$ cat src/rtl/conv_accumulator.sv
// Window accumulator behind the product multiplier. It sums TAPS consecutive products and presents
// each window sum on a valid/ready port. Define ACC_SAT_EN to get saturating instead of wrapping sums.
module conv_accumulator #(
  parameter int unsigned PROD_WIDTH = 16,
  parameter int unsigned ACC_WIDTH  = 24,
  parameter int unsigned TAPS       = 9,
  parameter int unsigned CNT_WIDTH  = 16
) (
  input  logic                  clock,
  input  logic                  sclr_n,
  input  logic                  clken,
  input  logic                  in_valid,
  input  logic [PROD_WIDTH-1:0] in_product,
  output logic                  out_valid,
  input  logic                  out_ready,
  output logic [ACC_WIDTH-1:0]  out_sum,
  output logic [CNT_WIDTH-1:0]  win_count,
  output logic                  overrun,
  output logic                  busy
);

  localparam int unsigned TAP_W = (TAPS > 1) ? $clog2(TAPS) : 1;
  localparam logic [TAP_W-1:0] LAST_TAP = TAP_W'(TAPS - 1);

  typedef enum logic {
    ACC_IDLE,
    ACC_RUN
  } state_e;

  state_e                 state_q, state_d;
  logic [ACC_WIDTH-1:0]   acc_q, acc_d;
  logic [TAP_W-1:0]       cnt_q, cnt_d;
  logic                   out_valid_q, out_valid_d;
  logic [ACC_WIDTH-1:0]   out_sum_q, out_sum_d;
  logic [CNT_WIDTH-1:0]   win_count_q, win_count_d;
  logic                   overrun_q, overrun_d;

  logic                   accept;
  logic                   complete;
  logic [ACC_WIDTH-1:0]   acc_base;
  logic [ACC_WIDTH-1:0]   prod_ext;
  logic [ACC_WIDTH-1:0]   sum_w;

  // A window opens from zero, so the idle state adds the product to nothing.
  assign accept   = clken && in_valid;
  assign acc_base = (state_q == ACC_RUN) ? acc_q : '0;
  assign prod_ext = ACC_WIDTH'(in_product);

`ifdef ACC_SAT_EN
  logic [ACC_WIDTH:0] sum_wide;
  assign sum_wide = {1'b0, acc_base} + {1'b0, prod_ext};
  assign sum_w    = sum_wide[ACC_WIDTH] ? '1 : sum_wide[ACC_WIDTH-1:0];
`else
  assign sum_w    = acc_base + prod_ext;
`endif

  always_comb begin
    complete = 1'b0;
    if (accept) begin
      if (TAPS == 1) complete = 1'b1;
      else           complete = (state_q == ACC_RUN) && (cnt_q == LAST_TAP);
    end
  end

  // NOTE: every next-state value gets its default first, so partial branches never infer a latch.
  always_comb begin
    state_d     = state_q;
    acc_d       = acc_q;
    cnt_d       = cnt_q;
    out_valid_d = out_valid_q;
    out_sum_d   = out_sum_q;
    win_count_d = win_count_q;
    overrun_d   = overrun_q;

    if (accept) begin
      acc_d = sum_w;
      if (complete) begin
        state_d = ACC_IDLE;
        cnt_d   = '0;
      end else begin
        state_d = ACC_RUN;
        cnt_d   = cnt_q + 1'b1;
      end
    end

    // A completion always wins over a consume; only an unconsumed result is lost.
    if (complete) begin
      out_valid_d = 1'b1;
      out_sum_d   = sum_w;
      win_count_d = win_count_q + 1'b1;
      if (out_valid_q && !out_ready) overrun_d = 1'b1;
    end else if (clken && out_ready) begin
      out_valid_d = 1'b0;
    end
  end

  // NOTE: sequential state uses non-blocking assignments only; the reset is synchronous and overrides clken.
  always_ff @(posedge clock) begin
    if (!sclr_n) begin
      state_q     <= ACC_IDLE;
      acc_q       <= '0;
      cnt_q       <= '0;
      out_valid_q <= 1'b0;
      out_sum_q   <= '0;
      win_count_q <= '0;
      overrun_q   <= 1'b0;
    end else begin
      state_q     <= state_d;
      acc_q       <= acc_d;
      cnt_q       <= cnt_d;
      out_valid_q <= out_valid_d;
      out_sum_q   <= out_sum_d;
      win_count_q <= win_count_d;
      overrun_q   <= overrun_d;
    end
  end

  assign out_valid = out_valid_q;
  assign out_sum   = out_sum_q;
  assign win_count = win_count_q;
  assign overrun   = overrun_q;
  assign busy      = (state_q == ACC_RUN);

endmodule

$ cat config.mk
export PLATFORM = sky130hd
export DESIGN_NAME = conv_accumulator
export DESIGN_NICKNAME = d
export VERILOG_FILES = /design/src/rtl/conv_accumulator.sv
export SDC_FILE = /design/constraint.sdc
export NUM_CORES = 1
export LEC_CHECK = 0
export BUFFER_PORTS_ARGS = -buffer_cell sky130_fd_sc_hd__buf_2
export CAP_MARGIN = 10
export CORE_UTILIZATION = 25
export CTS_BUF_LIST = sky130_fd_sc_hd__clkbuf_4 sky130_fd_sc_hd__clkbuf_8
export DETAILED_ROUTE_END_ITERATION = 10
export SKIP_CTS_REPAIR_TIMING = 1
export SYNTH_ARGS = -nofsm -noshare
export SYNTH_HDL_FRONTEND = slang
export SYNTH_SLANG_ARGS = --single-unit
$ cat constraint.sdc
create_clock -name clock -period 5.6 [get_ports clock]
set_clock_uncertainty 0.2 [all_clocks]
set_input_delay 1.12 -clock clock [delete_from_list [all_inputs] [get_ports clock]]
set_output_delay 1.12 -clock clock [all_outputs]
set_load 0.005 [all_outputs]
---- Word level (Yosys, flattened, before mapping) ----
Cells that the tools add are included.
cells by class
  $add $sub $neg .......................... 3
  equal/unequal tests ..................... 1
  muxes and demuxes ....................... 6
  reduce and logical (&&, ||, !) cells .... 7
operators with widths
  cell                   number
  $add 24x16->24         1
  $mux 24                1
  $add 16x1->16 const B  1
  $add 4x1->4 const B    1
  $eq 4x4->1 const B     1
  $logic_and 1x1->1      4
  $mux 1                 4
  $mux 4                 1
  $reduce_and 2->1       1
  $reduce_bool 2->1      1
  $logic_not 1->1        1
word-level totals
  register bits after elaboration ......... 71
  input bits .............................. 21
  output and inout bits ................... 43
  logic and storage cells ................. 24

---- Depth between registers and ports, before layout ----
Gate-level depths: netlist (run 1).
  depth in word-level cells ............... 4
  gate-level depth with buffers ........... 13
  depth with buffers taken out ............ 10

---- Worst setup path after synthesis (run 1) ----
OpenSTA, ideal clock, no wires.
  path kind ............................... input -> register
  from .................................... input in_product[13]
  to ...................................... register out_sum_q[18], in the netlist out_sum[18]
  library setup time ...................... 96 ps
  arrival ................................. 2907 ps
  required time ........................... 5304 ps
  slack ................................... 2397 ps
  cell stages on the path ................. 9
  buffers on the path ..................... 2
  cells stage by stage .................... ha_1 buf_6 a21o_1 a211o_1 or3_1 o21ai_2 buf_6 nor2_1 o41ai_2
on the way
  word-level cells in the longest chain between the ends .. 1
ends and longest elaborated chain
  item                  line  RTL
  start, declared       13    input logic [PROD_WIDTH-1:0] in_product,
  $add 24x16->24        54    assign sum_w = acc_base + prod_ext;
  end signal, assigned  112   out_sum_q <= out_sum_d;
  end, declared         34    logic [ACC_WIDTH-1:0] out_sum_q, out_sum_d;
No other way between the ends.
A chain may end at the register's enable or synchronous reset.

---- Worst setup path in the final report (run 1) ----
  from .................................... register state_q, in the netlist busy
  to ...................................... register out_sum_q[21], in the netlist out_sum[21]
on the way
  word-level cells in the longest chain between the ends .. 2
  elaborated cells on any way between the ends .. 4
  those cells by class .................... add/sub (1); mux (2); reduce/logical (1)
ends and longest elaborated chain
  item                                          line    RTL
  start, declared                               30      state_e state_q, state_d;
  start signal, assigned                        108     state_q <= state_d;
  $mux 24 or $logic_and 1x1->1 (tied branches)  46, 61
  $add 24x16->24 or $mux 1 (tied branches)      54, 59
Several ways; a longest one is shown, not always the timed one.

==> run_results.csv, run 1 <==
group,metric,value,unit
clock_tree,cts_sinks,71,
clock_tree,worstSkewPairLatency,0.36,ns
logic_synthesis,synth_area_per_cell,7.81,um2
detailed_routing,drc,0,
logic_synthesis,syn-num-nets,548,
layout,final_cell_mix,"80 x nand2_1, 71 x dfxtp_1, 63 x buf_2, 48 x nor2_1, 45 x a21oi_1",
global_routing,grt_pass1_wl,17100,um
sta,fin_crit_sh,63.2,%
sta,worst_slew_margin_rel,30.3,%
detailed_routing,ant_nets,0,
logic_synthesis,syn_inst,507,
floorplan,die_w,128,um
power_and_ir_drop,leakage,0.00182,uW
clock_tree,clock_tree.root_cell,"clkbuf_8",
detailed_routing,viasPerCell,4.70,
placement,routabilityCongestion,0.810,
job,max_cap_viol_count,0,
layout,num-fill-cells,1697,
clock_tree,cts_tree,"yes",
sta,worst_slew_pin_slew,1.04,ns
floorplan,start_util,25.9,%
global_routing,grt_pass1_vias,3295,
logic_synthesis,synthArstFlopShare,0,%
logic_synthesis,synth_edf_count,0,
worst_setup_path,endpoint_kind,"register",
worst_setup_path,cp.arrival,3.61,ns
detailed_routing,wirelength,10400,um
worst_setup_path,startpoint_type,"register",
worst_setup_path,path_cells,"and2_1, ha_1, a211oi_1, o21bai_1, a21oi_1, o211ai_1, a21oi_1, mux2_2, o21ai_0",
placement,dp_hpwl,7210,um
power_and_ir_drop,p_sw,269,uW
sta,finalHoldViolCount,0,
clock_tree,clk_path_buf_depth,2,
power_and_ir_drop,switching_share,24.8,%
hold_path,hold_start,"out_sum[1]",
floorplan,num_rows,45,
power_and_ir_drop,clkPwrFrac,44.1,%
power_and_ir_drop,ir_worst_vdd,97.7,uV
worst_setup_path,crit_type,"reg2reg",
layout,multi_input_area,2390,um2
worst_setup_path,cp_slowest_stage_delay,0.90,ns
placement,dpl_cell_area,4440,um2
worst_setup_path,crit_path_top_delay_cell,"dfxtp_1",
sta,timing.setup.tns,0,ns
worst_setup_path,cp_common_cell,"a21oi_1",
layout,area_growth_syn_to_layout,18.0,%
detailed_routing,num_vias,3625,
detailed_routing,drtIter0Drc,205,
floorplan,num_io_pins,64,
worst_setup_path,crit_path_start,"busy",
worst_setup_path,reg2reg_depth,9,
logic_synthesis,synth_seq_cells,71,
sta,max_clock_freq,0.282,GHz
worst_setup_path,path_depth,9,
sta,setup-violations-final,0,
worst_setup_path,crit_required,5.67,ns
worst_setup_path,crit_buf_inv,0,
logic_synthesis,synth_ff_type,"dfxtp_1",
sta,setup_ws,2.06,ns
worst_setup_path,path_delay_family,"compound AO/OA/AOI/OAI gates",
worst_setup_path,path_max_fanout,26,
detailed_routing,avgRoutedWirePerCell,13.5,um
power_and_ir_drop,comb_power_share,8.1,%
layout,layout.nets,596,
logic_synthesis,synth_cell_types,51,
placement,io_buffer_count,63,
sta,final-max-slew-violation-count,0,
global_routing,grt_max_degree,58,
floorplan,dieHeight,128,um
global_routing,track_usage,13.3,%
placement,place_ws,1.98,ns
layout,final_common_cell,"nand2_1",
layout,drive_gt1_share,17.0,%
layout,antenna_cells,0,
layout,final_cell_area,4670,um2
power_and_ir_drop,seq_power_share,47.8,%
logic_synthesis,ys.warnings.count,0,
clock_tree,htreeDepth,3,
worst_setup_path,r2r-end,"out_sum[21]",
layout,regArea,1420,um2
run_status,outcome,"finished, final reports clean",
worst_setup_path,r2r-start,"busy",
sta,min_period,3.54,ns
worst_setup_path,r2r_setup_slack,2.06,ns
clock_tree,clkSlewWorstSetupHoldPaths,0.08,ns
detailed_routing,first_pass_iters,4,
power_and_ir_drop,powerDensity,232,nW/um2
logic_synthesis,netlist_area,3960,um2
power_and_ir_drop,p_int,817,uW
logic_synthesis,yosysSeqAreaShare,35.9,%
worst_setup_path,cp-endpoint,"out_sum[21]",
floorplan,die_area,16300,um2
global_routing,grt_overflow,0,
clock_tree,numCtsBuffers,9,
hold_path,min_path_type,"reg2reg",
global_routing,antenna_found_initial,0,
sta,rsz0062_at_grt,"no",
floorplan,coreArea,15300,um2
synth_stat cells (all sizes together), types with 3 or more instances:
cell type,instances,share of area [%]
nor2b,4,0.63
and3,4,0.63
nor3,9,1.3
nand4,8,1.3
o21ai,25,3.3
buf,7,1.2
xnor2,12,2.7
o21a,3,0.57
xor2,13,2.9
dfxtp,71,36
a31oi,9,1.4
or3,7,1.1
nand2b,3,0.47
o31ai,3,0.57
a211oi,9,1.8
a21o,6,1.1
clkbuf,23,2.2
nand3,28,3.5
nor2,48,4.5
o221ai,3,0.66
o211ai,6,1.1
ha,19,6.0
or2,3,0.47
o31a,3,0.66
nand2,80,7.6
o21bai,6,1.1
nand4b,4,0.88
or4,3,0.57
a21oi,46,5.9
and2,18,2.8
inv,7,0.66
area by class of cell:
type                    count  share of cell area (%)
multi-input cells         399                    51.0
flip-flops and latches     71                    30.4
repair buffers             67                    7.39
well taps                 211                    5.65
clock buffers              11                    3.24
clock inverters             5                    1.71
inverters                   7                   0.562
how the worst min path moves through the flow:
stage,to,slack (ns),depth (start not counted)
final,out_sum[1],0.25,2
after CTS,out_sum[1],0.25,2
after floorplan,acc_q[0],0.23,2
after detailed placement,out_sum[1],0.24,2
after global placement,out_sum[1],0.24,2
after global routing,acc_q[9],0.27,2
kinds of logic (layout without fill, tap and decap cells):
family	Yosys count	in the layout	share of synthesized area (%)
compound gates	126	126	20.0
xor+xnor	25	25	5.53
fa+ha+maj	20	20	6.51
buf+inv	37	90	4.01
flops	71	71	35.9
mux	4	4	1.07
simple gates	224	224	27.0
flip-flops by register name, indices dropped and copies added, names as in the netlist:
| signal | cells |
|---|---|
| cnt_q | 4 |
| out_sum | 24 |
| out_valid | 1 |
| acc_q | 24 |
| overrun | 1 |
| busy | 1 |
| win_count | 16 |
power groups by stage:
stage / Combinational (uW) / Sequential, uW / Clock, uW
after CTS: 88.5 / 519 / 490
after floorplan: 64.1 / 527 / 0
after detailed placement: 88.2 / 531 / 0
after global routing: 100 / 520 / 512
after global placement: 88.2 / 531 / 0
final: 88.1 / 519 / 479
metal layers:
metal  global-route usage, %  vias to the layer above  routed length (um)
met3                    3.26                       13                 727
met1                    18.7                     1638                5110
met5                       0                        -                   0
met2                    19.4                       90                4430
li1                        -                     1884                   -
met4                    5.05                        0                 161
metrics by stage:
| stage | cells | total power (uW) | hold WS, ns | util (%) |
|---|---|---|---|---|
| floorplan | 507 | 592 | 0.232 | - |
| global placement | 755 | 619 | 0.237 | 29.0 |
| detailed placement | 755 | 619 | 0.242 | 29.0 |
| CTS | 771 | 1100 | 0.253 | 30.5 |
| global route | 771 | 1130 | 0.269 | 30.5 |
| finish | 771 | 1090 | 0.250 | 30.5 |
worst min-delay path, stage by stage, from the launching register on:
cell	delay (ns)
dfxtp_1	0.31
nand2_1	0.05
a21oi_1	0.05
Power figures use the tool's default switching activity.
==> run 2: changes to the inputs <==
==> constraint.sdc (replaced) <==
create_clock -name clock -period 3.4 [get_ports clock]
set_clock_uncertainty 0.2 [all_clocks]
set_input_delay 0.68 -clock clock [delete_from_list [all_inputs] [get_ports clock]]
set_output_delay 0.68 -clock clock [all_outputs]
set_load 0.005 [all_outputs]
==> run_results.csv, run 2 (same netlist as run 1, synthesis figures left out) <==
group,metric,value,unit
detailed_routing,ant_nets,0,
sta,rsz0062_at_grt,"no",
global_routing,grt_pass1_wl,17500,um
clock_tree,cts_sinks,71,
worst_setup_path,crit_path_top_delay_cell,"dfxtp_1",
layout,final_common_cell,"nand2_1",
detailed_routing,drc,0,
floorplan,die_area,16300,um2
layout,area_growth_syn_to_layout,19.1,%
clock_tree,cts_tree,"yes",
global_routing,track_usage,13.7,%
sta,min_period,3.04,ns
sta,max_clock_freq,0.329,GHz
detailed_routing,wirelength,10500,um
worst_setup_path,cp_common_cell,"a21o_1",
global_routing,grt_max_degree,40,
run_status,outcome,"finished, final reports clean",
floorplan,die_w,128,um
worst_setup_path,endpoint_kind,"register",
worst_setup_path,path_max_fanout,13,
sta,worst_slew_pin_slew,0.747,ns
worst_setup_path,path_cells,"and2_1, ha_1, fa_1, a21o_1, nand4_1, a21o_1, a21oi_2, buf_4, nor2_1, or4b_1, a31oi_1",
clock_tree,htreeDepth,3,
sta,worst_slew_margin_rel,50.2,%
detailed_routing,avgRoutedWirePerCell,13.5,um
layout,final_cell_mix,"80 x nand2_1, 71 x dfxtp_1, 63 x buf_2, 48 x nor2_1, 45 x a21oi_1",
sta,timing.setup.tns,0,ns
power_and_ir_drop,leakage,0.00186,uW
detailed_routing,viasPerCell,4.66,
global_routing,antenna_found_initial,0,
hold_path,min_path_type,"reg2reg",
detailed_routing,drtIter0Drc,243,
floorplan,num_rows,45,
layout,num-fill-cells,1679,
worst_setup_path,crit_required,3.49,ns
floorplan,num_io_pins,64,
clock_tree,worstSkewPairLatency,0.36,ns
job,max_cap_viol_count,0,
worst_setup_path,cp_slowest_stage_delay,0.59,ns
clock_tree,clkSlewWorstSetupHoldPaths,0.08,ns
clock_tree,numCtsBuffers,9,
power_and_ir_drop,powerDensity,363,nW/um2
sta,setup-violations-final,0,
sta,finalHoldViolCount,0,
detailed_routing,num_vias,3638,
power_and_ir_drop,ir_worst_vdd,182,uV
worst_setup_path,crit_buf_inv,1,
worst_setup_path,startpoint_type,"register",
detailed_routing,first_pass_iters,4,
layout,layout.nets,606,
worst_setup_path,cp.arrival,3.13,ns
floorplan,coreArea,15300,um2
floorplan,start_util,25.9,%
clock_tree,clk_path_buf_depth,2,
layout,multi_input_area,2390,um2
layout,regArea,1420,um2
power_and_ir_drop,total_power,1710,uW
placement,dpl_cell_area,4520,um2
placement,routabilityCongestion,0.852,
global_routing,grt_overflow,0,
clock_tree,clock_tree.root_cell,"clkbuf_8",
floorplan,dieHeight,128,um
worst_setup_path,crit_type,"reg2reg",
layout,final_cell_area,4720,um2
worst_setup_path,path_delay_family,"simple AND/OR/NAND/NOR gates",
global_routing,grt_pass1_vias,3457,
placement,io_buffer_count,63,
sta,final-max-slew-violation-count,0,
sta,fin_crit_sh,89.4,%
layout,antenna_cells,0,
layout,drive_gt1_share,18.4,%
placement,dp_hpwl,7610,um
==> run 2: cell types whose count changed in the layout (fill, tap and decap cells not counted) <==
cell        previous run  this run
buf_4                  4        14
bufinv_16              2         1
clkbuf_4               0         2
clkbuf_8              11        10
clkinv_2               1         3
clkinvlp_4             2         0
==> run 2: power by group <==
| group | leakage [uW] | internal, uW | total, uW | switching, uW |
|---|---|---|---|---|
| Sequential | 0.000574 | 844 | 852 | 8.92 |
| Clock | 0.000107 | 372 | 704 | 332 |
| Combinational | 0.00118 | 55.2 | 154 | 98.9 |
| Total | 0.00186 | 1270 | 1710 | 440 |
==> run 2: per-stage QoR <==
step	std cells	setup slack (ns)	util, %	hold WS [ns]
2_1_floorplan	507	0.258	-	0.232
3_3_place_gp	765	0.292	29.5	0.237
3_5_place_dp	765	0.262	29.5	0.243
4_1_cts	781	0.355	30.8	0.255
5_1_grt	781	0.129	30.8	0.273
6_report	781	0.359	30.8	0.251
==> run 2: area by class of cell <==
type / instances / area share, %
flip-flops and latches: 71 / 30.1
inverters: 7 / 0.557
clock inverters: 4 / 0.955
repair buffers: 77 / 8.91
well taps: 211 / 5.60
multi-input cells: 399 / 50.6
clock buffers: 12 / 3.24
==> run 2: routing by layer <==
metal / share of wire [%] / vias to the layer above / global-route usage, %
met3: 4.7 / 12 / 3.26
li1: - / 1899 / -
met2: 41 / 75 / 19.6
met5: 0 / - / 0
met4: 1.4 / 0 / 5.33
met1: 53 / 1652 / 19.6
==> run 2: final timing paths <==
path / slack (ns) / start / end / cells past startpoint
worst max-delay path: 0.36 / busy / out_sum[12] / 11
worst min-delay path: 0.25 / out_sum[1] / out_sum[1] / 2
worst max register to register: 0.36 / busy / out_sum[12] / 11
worst min register to register: 0.25 / out_sum[1] / out_sum[1] / 2
==> run 2: worst reg2reg max path, cell delays in order (launching register included) <==
cell	delay [ns]
dfxtp_1	0.59
and2_1	0.20
ha_1	0.20
fa_1	0.22
a21o_1	0.14
nand4_1	0.17
a21o_1	0.22
a21oi_2	0.18
buf_4	0.15
nor2_1	0.05
or4b_1	0.50
a31oi_1	0.16
